<file path="config.mk">
export PLATFORM = sky130hd
export DESIGN_NAME = opb_cmd_master
export DESIGN_NICKNAME = d
export VERILOG_FILES = /design/src/rtl/opb_cmd_master.sv
export SDC_FILE = /design/constraint.sdc
export NUM_CORES = 1
export LEC_CHECK = 0
export BUFFER_PORTS_ARGS = -buffer_cell sky130_fd_sc_hd__buf_2
export CAP_MARGIN = 20
export CORE_MARGIN = 5
export CORE_UTILIZATION = 40
export CTS_CLUSTER_DIAMETER = 40
export DETAILED_ROUTE_END_ITERATION = 16
export GPL_ROUTABILITY_DRIVEN = 0
export GPL_TIMING_DRIVEN = 0
export PLACE_DENSITY_LB_ADDON = 0.05
export SLEW_MARGIN = 20
export SYNTH_ARGS = -nofsm -noshare
export SYNTH_HDL_FRONTEND = slang
export SYNTH_SLANG_ARGS = --single-unit
</file>
<file path="constraint.sdc">
create_clock -name OPB_Clk -period 7.4 [get_ports OPB_Clk]
set_input_delay 0.37 -clock OPB_Clk [delete_from_list [all_inputs] [get_ports OPB_Clk]]
set_output_delay 0.37 -clock OPB_Clk [all_outputs]
set_load 0.05 [all_outputs]
</file>
<file path="src/rtl/opb_cmd_master.sv">
// Single-beat OPB bus master: turns one fabric read/write command into an
// OPB request/grant/select/ack sequence and returns a one-cycle response.
module opb_cmd_master #(
  parameter int C_OPB_AWIDTH = 32,
  parameter int C_OPB_DWIDTH = 32,
  parameter int C_TIMEOUT    = 16,
  parameter int C_MAX_RETRY  = 8
) (
  input  logic                      OPB_Clk,
  input  logic                      OPB_Rst,
  input  logic                      cmd_valid,
  output logic                      cmd_ready,
  input  logic                      cmd_rnw,
  input  logic [C_OPB_AWIDTH-1:0]   cmd_addr,
  input  logic [C_OPB_DWIDTH-1:0]   cmd_wdata,
  input  logic [C_OPB_DWIDTH/8-1:0] cmd_be,
  output logic                      rsp_valid,
  output logic [C_OPB_DWIDTH-1:0]   rsp_rdata,
  output logic                      rsp_err,
  output logic                      rsp_timeout,
  output logic                      M_request,
  input  logic                      OPB_MGrant,
  output logic                      M_select,
  output logic                      M_RNW,
  output logic [0:C_OPB_AWIDTH-1]   M_ABus,
  output logic [0:C_OPB_DWIDTH/8-1] M_BE,
  output logic [0:C_OPB_DWIDTH-1]   M_DBus,
  output logic                      M_seqAddr,
  output logic                      M_busLock,
  input  logic [0:C_OPB_DWIDTH-1]   OPB_DBus,
  input  logic                      OPB_xferAck,
  input  logic                      OPB_errAck,
  input  logic                      OPB_retry,
  input  logic                      OPB_toutSup
);

  localparam int BW = C_OPB_DWIDTH / 8;

  typedef enum logic [1:0] {
    IDLE,
    REQ,
    XFER,
    RSP
  } state_t;

  state_t state, state_n;

  logic                    rnw_q, rnw_n;
  logic [C_OPB_AWIDTH-1:0] addr_q, addr_n;
  logic [C_OPB_DWIDTH-1:0] wdata_q, wdata_n;
  logic [BW-1:0]           be_q, be_n;
  logic [7:0]              retry_cnt, retry_n;
  logic [7:0]              tout_cnt, tout_n;

  logic                    cmd_ready_n;
  logic                    rsp_valid_n;
  logic [C_OPB_DWIDTH-1:0] rsp_rdata_n;
  logic                    rsp_err_n;
  logic                    rsp_timeout_n;
  logic                    request_n;
  logic                    select_n;
  logic                    m_rnw_n;
  logic [0:C_OPB_AWIDTH-1] abus_n;
  logic [0:BW-1]           be_bus_n;
  logic [0:C_OPB_DWIDTH-1] dbus_n;

  logic                    end_xfer;
  logic                    end_err;
  logic                    end_tout;
  logic [C_OPB_DWIDTH-1:0] end_data;
  logic                    back_req;

  assign M_seqAddr = 1'b0;
  assign M_busLock = 1'b0;

  always_comb begin
    state_n       = state;
    rnw_n         = rnw_q;
    addr_n        = addr_q;
    wdata_n       = wdata_q;
    be_n          = be_q;
    retry_n       = retry_cnt;
    tout_n        = tout_cnt;
    cmd_ready_n   = 1'b0;
    rsp_valid_n   = 1'b0;
    rsp_rdata_n   = rsp_rdata;
    rsp_err_n     = rsp_err;
    rsp_timeout_n = rsp_timeout;
    request_n     = M_request;
    select_n      = M_select;
    m_rnw_n       = M_RNW;
    abus_n        = M_ABus;
    be_bus_n      = M_BE;
    dbus_n        = M_DBus;
    end_xfer      = 1'b0;
    end_err       = 1'b0;
    end_tout      = 1'b0;
    end_data      = '0;
    back_req      = 1'b0;

    unique case (state)
      IDLE: begin
        cmd_ready_n = 1'b1;
        if (cmd_valid && cmd_ready) begin
          rnw_n       = cmd_rnw;
          addr_n      = cmd_addr;
          wdata_n     = cmd_wdata;
          be_n        = cmd_be;
          retry_n     = '0;
          cmd_ready_n = 1'b0;
          request_n   = 1'b1;
          state_n     = REQ;
        end
      end
      REQ: begin
        if (OPB_MGrant) begin
          request_n = 1'b0;
          select_n  = 1'b1;
          m_rnw_n   = rnw_q;
          abus_n    = addr_q;
          be_bus_n  = be_q;
          dbus_n    = rnw_q ? '0 : wdata_q;
          tout_n    = '0;
          state_n   = XFER;
        end
      end
      XFER: begin
        if (OPB_errAck) begin
          end_xfer = 1'b1;
          end_err  = 1'b1;
        end else if (OPB_xferAck) begin
          end_xfer = 1'b1;
          end_data = rnw_q ? OPB_DBus : '0;
        end else if (OPB_retry) begin
          if (retry_cnt == 8'(C_MAX_RETRY)) begin
            end_xfer = 1'b1;
            end_err  = 1'b1;
          end else begin
            retry_n  = retry_cnt + 8'd1;
            back_req = 1'b1;
          end
        end else if (!OPB_toutSup) begin
          if (tout_cnt == 8'(C_TIMEOUT - 1)) begin
            end_xfer = 1'b1;
            end_err  = 1'b1;
            end_tout = 1'b1;
          end else begin
            tout_n = tout_cnt + 8'd1;
          end
        end
      end
      RSP: begin
        cmd_ready_n = 1'b1;
        state_n     = IDLE;
      end
      default: state_n = IDLE;
    endcase

    // Leaving the data phase always releases the OR-bus on the same edge
    if (end_xfer || back_req) begin
      select_n = 1'b0;
      m_rnw_n  = 1'b0;
      abus_n   = '0;
      be_bus_n = '0;
      dbus_n   = '0;
    end
    if (back_req) begin
      request_n = 1'b1;
      state_n   = REQ;
    end
    if (end_xfer) begin
      rsp_valid_n   = 1'b1;
      rsp_rdata_n   = end_data;
      rsp_err_n     = end_err;
      rsp_timeout_n = end_tout;
      state_n       = RSP;
    end
  end

  always_ff @(posedge OPB_Clk or posedge OPB_Rst) begin
    if (OPB_Rst) begin
      state       <= IDLE;
      rnw_q       <= 1'b0;
      addr_q      <= '0;
      wdata_q     <= '0;
      be_q        <= '0;
      retry_cnt   <= '0;
      tout_cnt    <= '0;
      cmd_ready   <= 1'b0;
      rsp_valid   <= 1'b0;
      rsp_rdata   <= '0;
      rsp_err     <= 1'b0;
      rsp_timeout <= 1'b0;
      M_request   <= 1'b0;
      M_select    <= 1'b0;
      M_RNW       <= 1'b0;
      M_ABus      <= '0;
      M_BE        <= '0;
      M_DBus      <= '0;
    end else begin
      state       <= state_n;
      rnw_q       <= rnw_n;
      addr_q      <= addr_n;
      wdata_q     <= wdata_n;
      be_q        <= be_n;
      retry_cnt   <= retry_n;
      tout_cnt    <= tout_n;
      cmd_ready   <= cmd_ready_n;
      rsp_valid   <= rsp_valid_n;
      rsp_rdata   <= rsp_rdata_n;
      rsp_err     <= rsp_err_n;
      rsp_timeout <= rsp_timeout_n;
      M_request   <= request_n;
      M_select    <= select_n;
      M_RNW       <= m_rnw_n;
      M_ABus      <= abus_n;
      M_BE        <= be_bus_n;
      M_DBus      <= dbus_n;
    end
  end

endmodule

</file>
After elaboration in Yosys (flattened, before gate mapping)
Index checks and enable logic that the tools add are counted.
{ "op_classes": {"addsub": 2, "eq_ne": 18, "mux": 64, "n_reduce_logical": 15} }
{ "ops": {"columns": ["op", "count"], "rows": [
  ["32-bit 2-to-1 mux", 11],
  ["8-bit 2-to-1 mux", 11],
  ["8-bit one-hot mux with 2 select lines", 2],
  ["1-bit 2-to-1 mux", 30],
  ["2-bit inequality test (second input constant)", 9],
  ["8-bit by 1-bit adder with 8-bit output (second input constant)", 2],
  ["8-bit by 4-bit == test with 1-bit output (second input constant)", 2],
  ["4-bit 2-to-1 mux", 3],
  ["2-bit 2-to-1 mux", 4],
  ["4-bit inequality test (second input constant)", 2],
  ["2-bit nonzero test", 4],
  ["7-bit AND reduction", 1],
  ["3-bit inequality test (second input constant)", 2],
  ["2-bit one-hot mux with 3 select lines", 1],
  ["3-bit AND reduction", 2],
  ["6-bit AND reduction", 1],
  ["5-bit nonzero test", 1],
  ["2-bit == test (second input constant)", 2],
  ["1-bit one-hot mux with 2 select lines", 2],
  ["2-bit AND reduction", 2],
  ["3-bit nonzero test", 1],
  ["2-bit by 1-bit == test with 1-bit output (second input constant)", 1],
  ["2-bit zero test", 1],
  ["1-bit logical AND", 1],
  ["1-bit logical OR", 1]
]} }
{ "word_totals": {"register_bits": 194, "input_bits": 109, "output_inout_bits": 109, "word_cells": 117} }

Longest topological paths before layout
{ "depth": {"word_depth": 10, "mapped_depth": 8, "mapped_depth_nobuf": 7} }

Worst setup path after synthesis
No wires, ideal clock.
{ "synth_path": {"path_kind": "register to register", "start": "reg state[0]", "end": "reg tout_cnt[7]", "setup_ps": 78, "arrival_ps": 1797, "t_required_ps": 7322, "setup_slack_ps": 5526, "path_stages_with_launch": 8, "n_path_buf": 1, "period_less_slack_ps": 1874, "path_cell_list": "dfrtp_1 inv_1 ha_1 buf_4 nor3b_2 nand4_1 or4_1 a21oi_1"} }
{ "synth_between": {"elab_chain_len": 3, "word_cells_on_any_way": 11, "cone_classes": "eq/ne (8); mux (1); reduce/logical (2)"} }
{ "synth_rtl": {"columns": ["item", "line_no", "text"], "rows": [
  ["from (decl)", "46", "state_t state, state_n;"],
  ["from (signal assigned)", "201", "state <= state_n;"],
  ["2-bit == test or 2-bit by 1-bit == test with 1-bit output (tied branches)", "101", "unique case (state)"],
  ["2-bit inequality test (no line) or 2-bit nonzero test (tied branches)", null, null],
  ["7-bit AND reduction (no line)", null, null],
  ["to (signal assigned)", "207", "tout_cnt <= tout_n;"],
  ["to (decl)", "53", "logic [7:0] tout_cnt, tout_n;"]
]} }
Parallel ways exist; a longest one is shown, timed or not.
A chain may end at the register's enable or synchronous reset.

Final worst setup path
{ "layout_path": {"start": "reg state[1]", "end": "reg tout_cnt[5]"} }
The elaborated chain is that of the path after synthesis.

==> impl_metrics.csv <==
group,metric,value,unit
status,status,"finished clean",
die,die_y,151,um
cts,cts_resized,0,
routing,wl_per_cell,17.2,um
placement,place.port_buffers,215,
layout,drive_gt1_share,36.8,%
cts,cts-root-buf,"clkbuf_16",
synth,synth_area,7950,sq um
global_route,grt_start_max_net_pins,106,
layout,layout.cells.most_common,"buf_2",
timing,timing.final.crit_share,31.4,%
synth,synth_edf_count,0,
global_route,grt_pass1_vias,6141,
cts,clk_latency,0.43,ns
power,intPower,2380,uW
global_route,grt_usage,18.3,%
timing,hold_violations,0,
power,p_leak,0.00498,uW
routing,wl,20.5,mm
global_route,grt_first_pass_wirelength,32.4,mm
die,dieWidth,151,um
synth,synth_warnings,0,
die,fp-row-count,51,
routing,firstDrtPassIters,4,
timing,finalCriticalPeriod,2.32,ns
cts,numCtsBuffers,17,
die,fp.coreArea,19500,sq um
layout,fillCellCount,1799,
routing,routed-via-count,5993,
timing,worstMarginPinSlew,0.683,ns
placement,placed_area,9400,sq um
cts,cts_hold_buf,0,
power,clkPwrFrac,21.0,%
cts,cts_buffer_depth,2,
layout,final_cell_mix,"buf_2 (221), dfrtp_1 (194), nand2_1 (86)",
cts,clk_pin_slew,0.08,ns
layout,syn2layout_area_growth,25.4,%
cts,h-tree-depth,4,
timing,skew,0.0151,ns
routing,drtIter0Drc,195,
synth,async_flop_share,100,%
worst_setup_path,r2r_setup_slack,5.08,ns
die,dieArea,22800,sq um
job,cap_violations,0,
die,io_pins,218,
timing,setup_viol,0,
timing,rsz0062_at_grt,"no",
power,p_seq_share,38.2,%
routing,vias_per_cell,5.03,
worst_setup_path,path_class,"flop to flop",
timing,report.final.slew_viol_count,0,
synth,post_synth.cell_area_avg,11.8,sq um
worst_setup_path,rr_startpoint,"state[1]$_DFFE_PP0P_",
cts,cts.sinks,194,
cts,cts_setup_buffers,0,
synth,syn_inst,675,
placement,hpwl,14.9,mm
power,p_sw_share,43.2,%
worst_setup_path,cp_max_fo,10,
worst_setup_path,rr_worst_depth,7,
worst_setup_path,cp-end-kind,"flop",
synth,ys_seq_elements,194,
power,combPwrFrac,40.7,%
min_path,hold_class,"input pin to asynchronous set/reset pin",
timing,max_freq,0.431,GHz
routing,drc_errors,0,
cts,cts_tree,"done",
routing,drtAntennaViolNets,0,
worst_setup_path,worstPathArrival,2.67,ns
worst_setup_path,worstPathRequired,7.75,ns
die,start_util,40.7,%
global_route,gr-total-overflow,0,
worst_setup_path,worst_setup_path_start_kind,"flop",
layout,num-nets-final,1027,
synth,synth-seq-area-share,61.0,%
power,switching_power,1810,uW
layout,fin_area,9970,sq um
global_route,grt_antenna_before_repair,3,
synth,synth.distinct_cells,50,
power,peakVddDrop,0.000241,V
worst_setup_path,rr_endpoint,"tout_cnt[5]$_DFFE_PP0P_",
power,pwr_density_cell,420,nW/um^2
synth,synth_ff_type,"dfrtp_1",
timing,slew_headroom,54.4,%
power,total_power,4190,uW
[flip-flops by register name, indices dropped and copies added (netlist names), 8 cells and up]
register and count:
M_ABus 32, M_DBus 32, addr_q 32, rsp_rdata 32, wdata_q 32, retry_cnt 8
tout_cnt 8
[power by group through the flow]
stage                     combinational [uW]  sequential [uW]  clock, uW
after global routing                    1830             1640        955
after detailed placement                1730             1620          0
after global placement                  1690             1600          0
final                                   1710             1600        881
after CTS                               1730             1600        904
after floorplan                          658             2210          0
[per-stage QoR]
step | setup slack (ns) | setup TNS (ns) | std cells | util [%] | hold slack, ns
after CTS | 5.04 | 0 | 1189 | 51.0 | 0.0563
final | 5.08 | 0 | 1192 | 51.1 | 0.0120
after detailed placement | 5.05 | 0 | 1157 | 48.1 | 0.485
after floorplan | 1.75 | 0 | 676 | - | 0.471
after global placement | -0.255 | -45.99 | 1156 | 48.0 | 0.479
after global routing | 4.84 | 0 | 1190 | 51.1 | 0.0736
[critical path, stage by stage, from the launching register on]
cell	delay, ns
dfrtp_1	0.42
inv_1	0.09
ha_1	0.26
nand2_1	0.24
clkbuf_1	0.49
clkbuf_1	0.44
nor2_1	0.15
a21oi_1	0.16
[cell usage after synthesis, types with 3 or more instances]
master | count | area share (%)
nor3b_1 | 36 | 3.4
or3_1 | 6 | 0.47
nand2b_1 | 3 | 0.24
clkbuf_1 | 31 | 1.5
nand3_1 | 7 | 0.44
buf_4 | 4 | 0.38
nand2_1 | 86 | 4.1
nor3_1 | 5 | 0.31
o21ai_0 | 9 | 0.57
buf_2 | 6 | 0.38
ha_1 | 7 | 1.1
dfrtp_1 | 194 | 61
mux2_2 | 70 | 9.9
buf_6 | 4 | 0.57
nor2_1 | 41 | 1.9
o211ai_1 | 3 | 0.28
inv_1 | 9 | 0.42
o31ai_1 | 4 | 0.38
a22o_1 | 33 | 3.6
nand4_1 | 4 | 0.31
a21oi_1 | 80 | 5.0
[worst max-delay path by stage]
stage / startpoint / to / slack [ns]
after floorplan: OPB_Rst / M_ABus[0]$_DFFE_PP0P_ / 1.75
after global placement: OPB_Rst / wdata_q[11]$_DFFE_PP0P_ / -0.25
after detailed placement: state[1]$_DFFE_PP0P_ / tout_cnt[7]$_DFFE_PP0P_ / 5.05
after CTS: state[1]$_DFFE_PP0P_ / tout_cnt[7]$_DFFE_PP0P_ / 5.04
after global routing: state[1]$_DFFE_PP0P_ / tout_cnt[4]$_DFFE_PP0P_ / 4.84
final: state[1]$_DFFE_PP0P_ / tout_cnt[5]$_DFFE_PP0P_ / 5.08
[metal layers]
layer	track usage (%)	share of wire, %	up-vias
met3	6.55	6.9	23
met5	0	0.13	-
li1	-	-	2846
met1	22.8	41	2971
met4	4.76	1.1	4
met2	30.3	51	149
[area by class of cell]
cell class | instances | area, sq um | area share, %
inverters | 9 | 41.3 | 0.414
clock buffers | 19 | 443 | 4.44
clock inverters | 13 | 124 | 1.24
plain buffers | 45 | 221 | 2.22
flip-flops and latches | 194 | 4850 | 48.7
well taps | 265 | 332 | 3.32
multi-input cells | 428 | 2850 | 28.5
repair buffers | 216 | 1100 | 11.1
diodes | 3 | 7.51 | 0.0753
[cell families after synthesis]
group | Yosys count | share of synthesized area, %
buffers and inverters | 54 | 3.21
flip-flops | 194 | 61.0
adder cells (fa/ha/maj) | 7 | 1.10
other | 1 | 0.0471
AO/OA/AOI/OAI | 145 | 11.6
multiplexers | 72 | 10.2
AND/OR/NAND/NOR | 202 | 12.9
No activity file was read; power rests on OpenSTA's default activity.
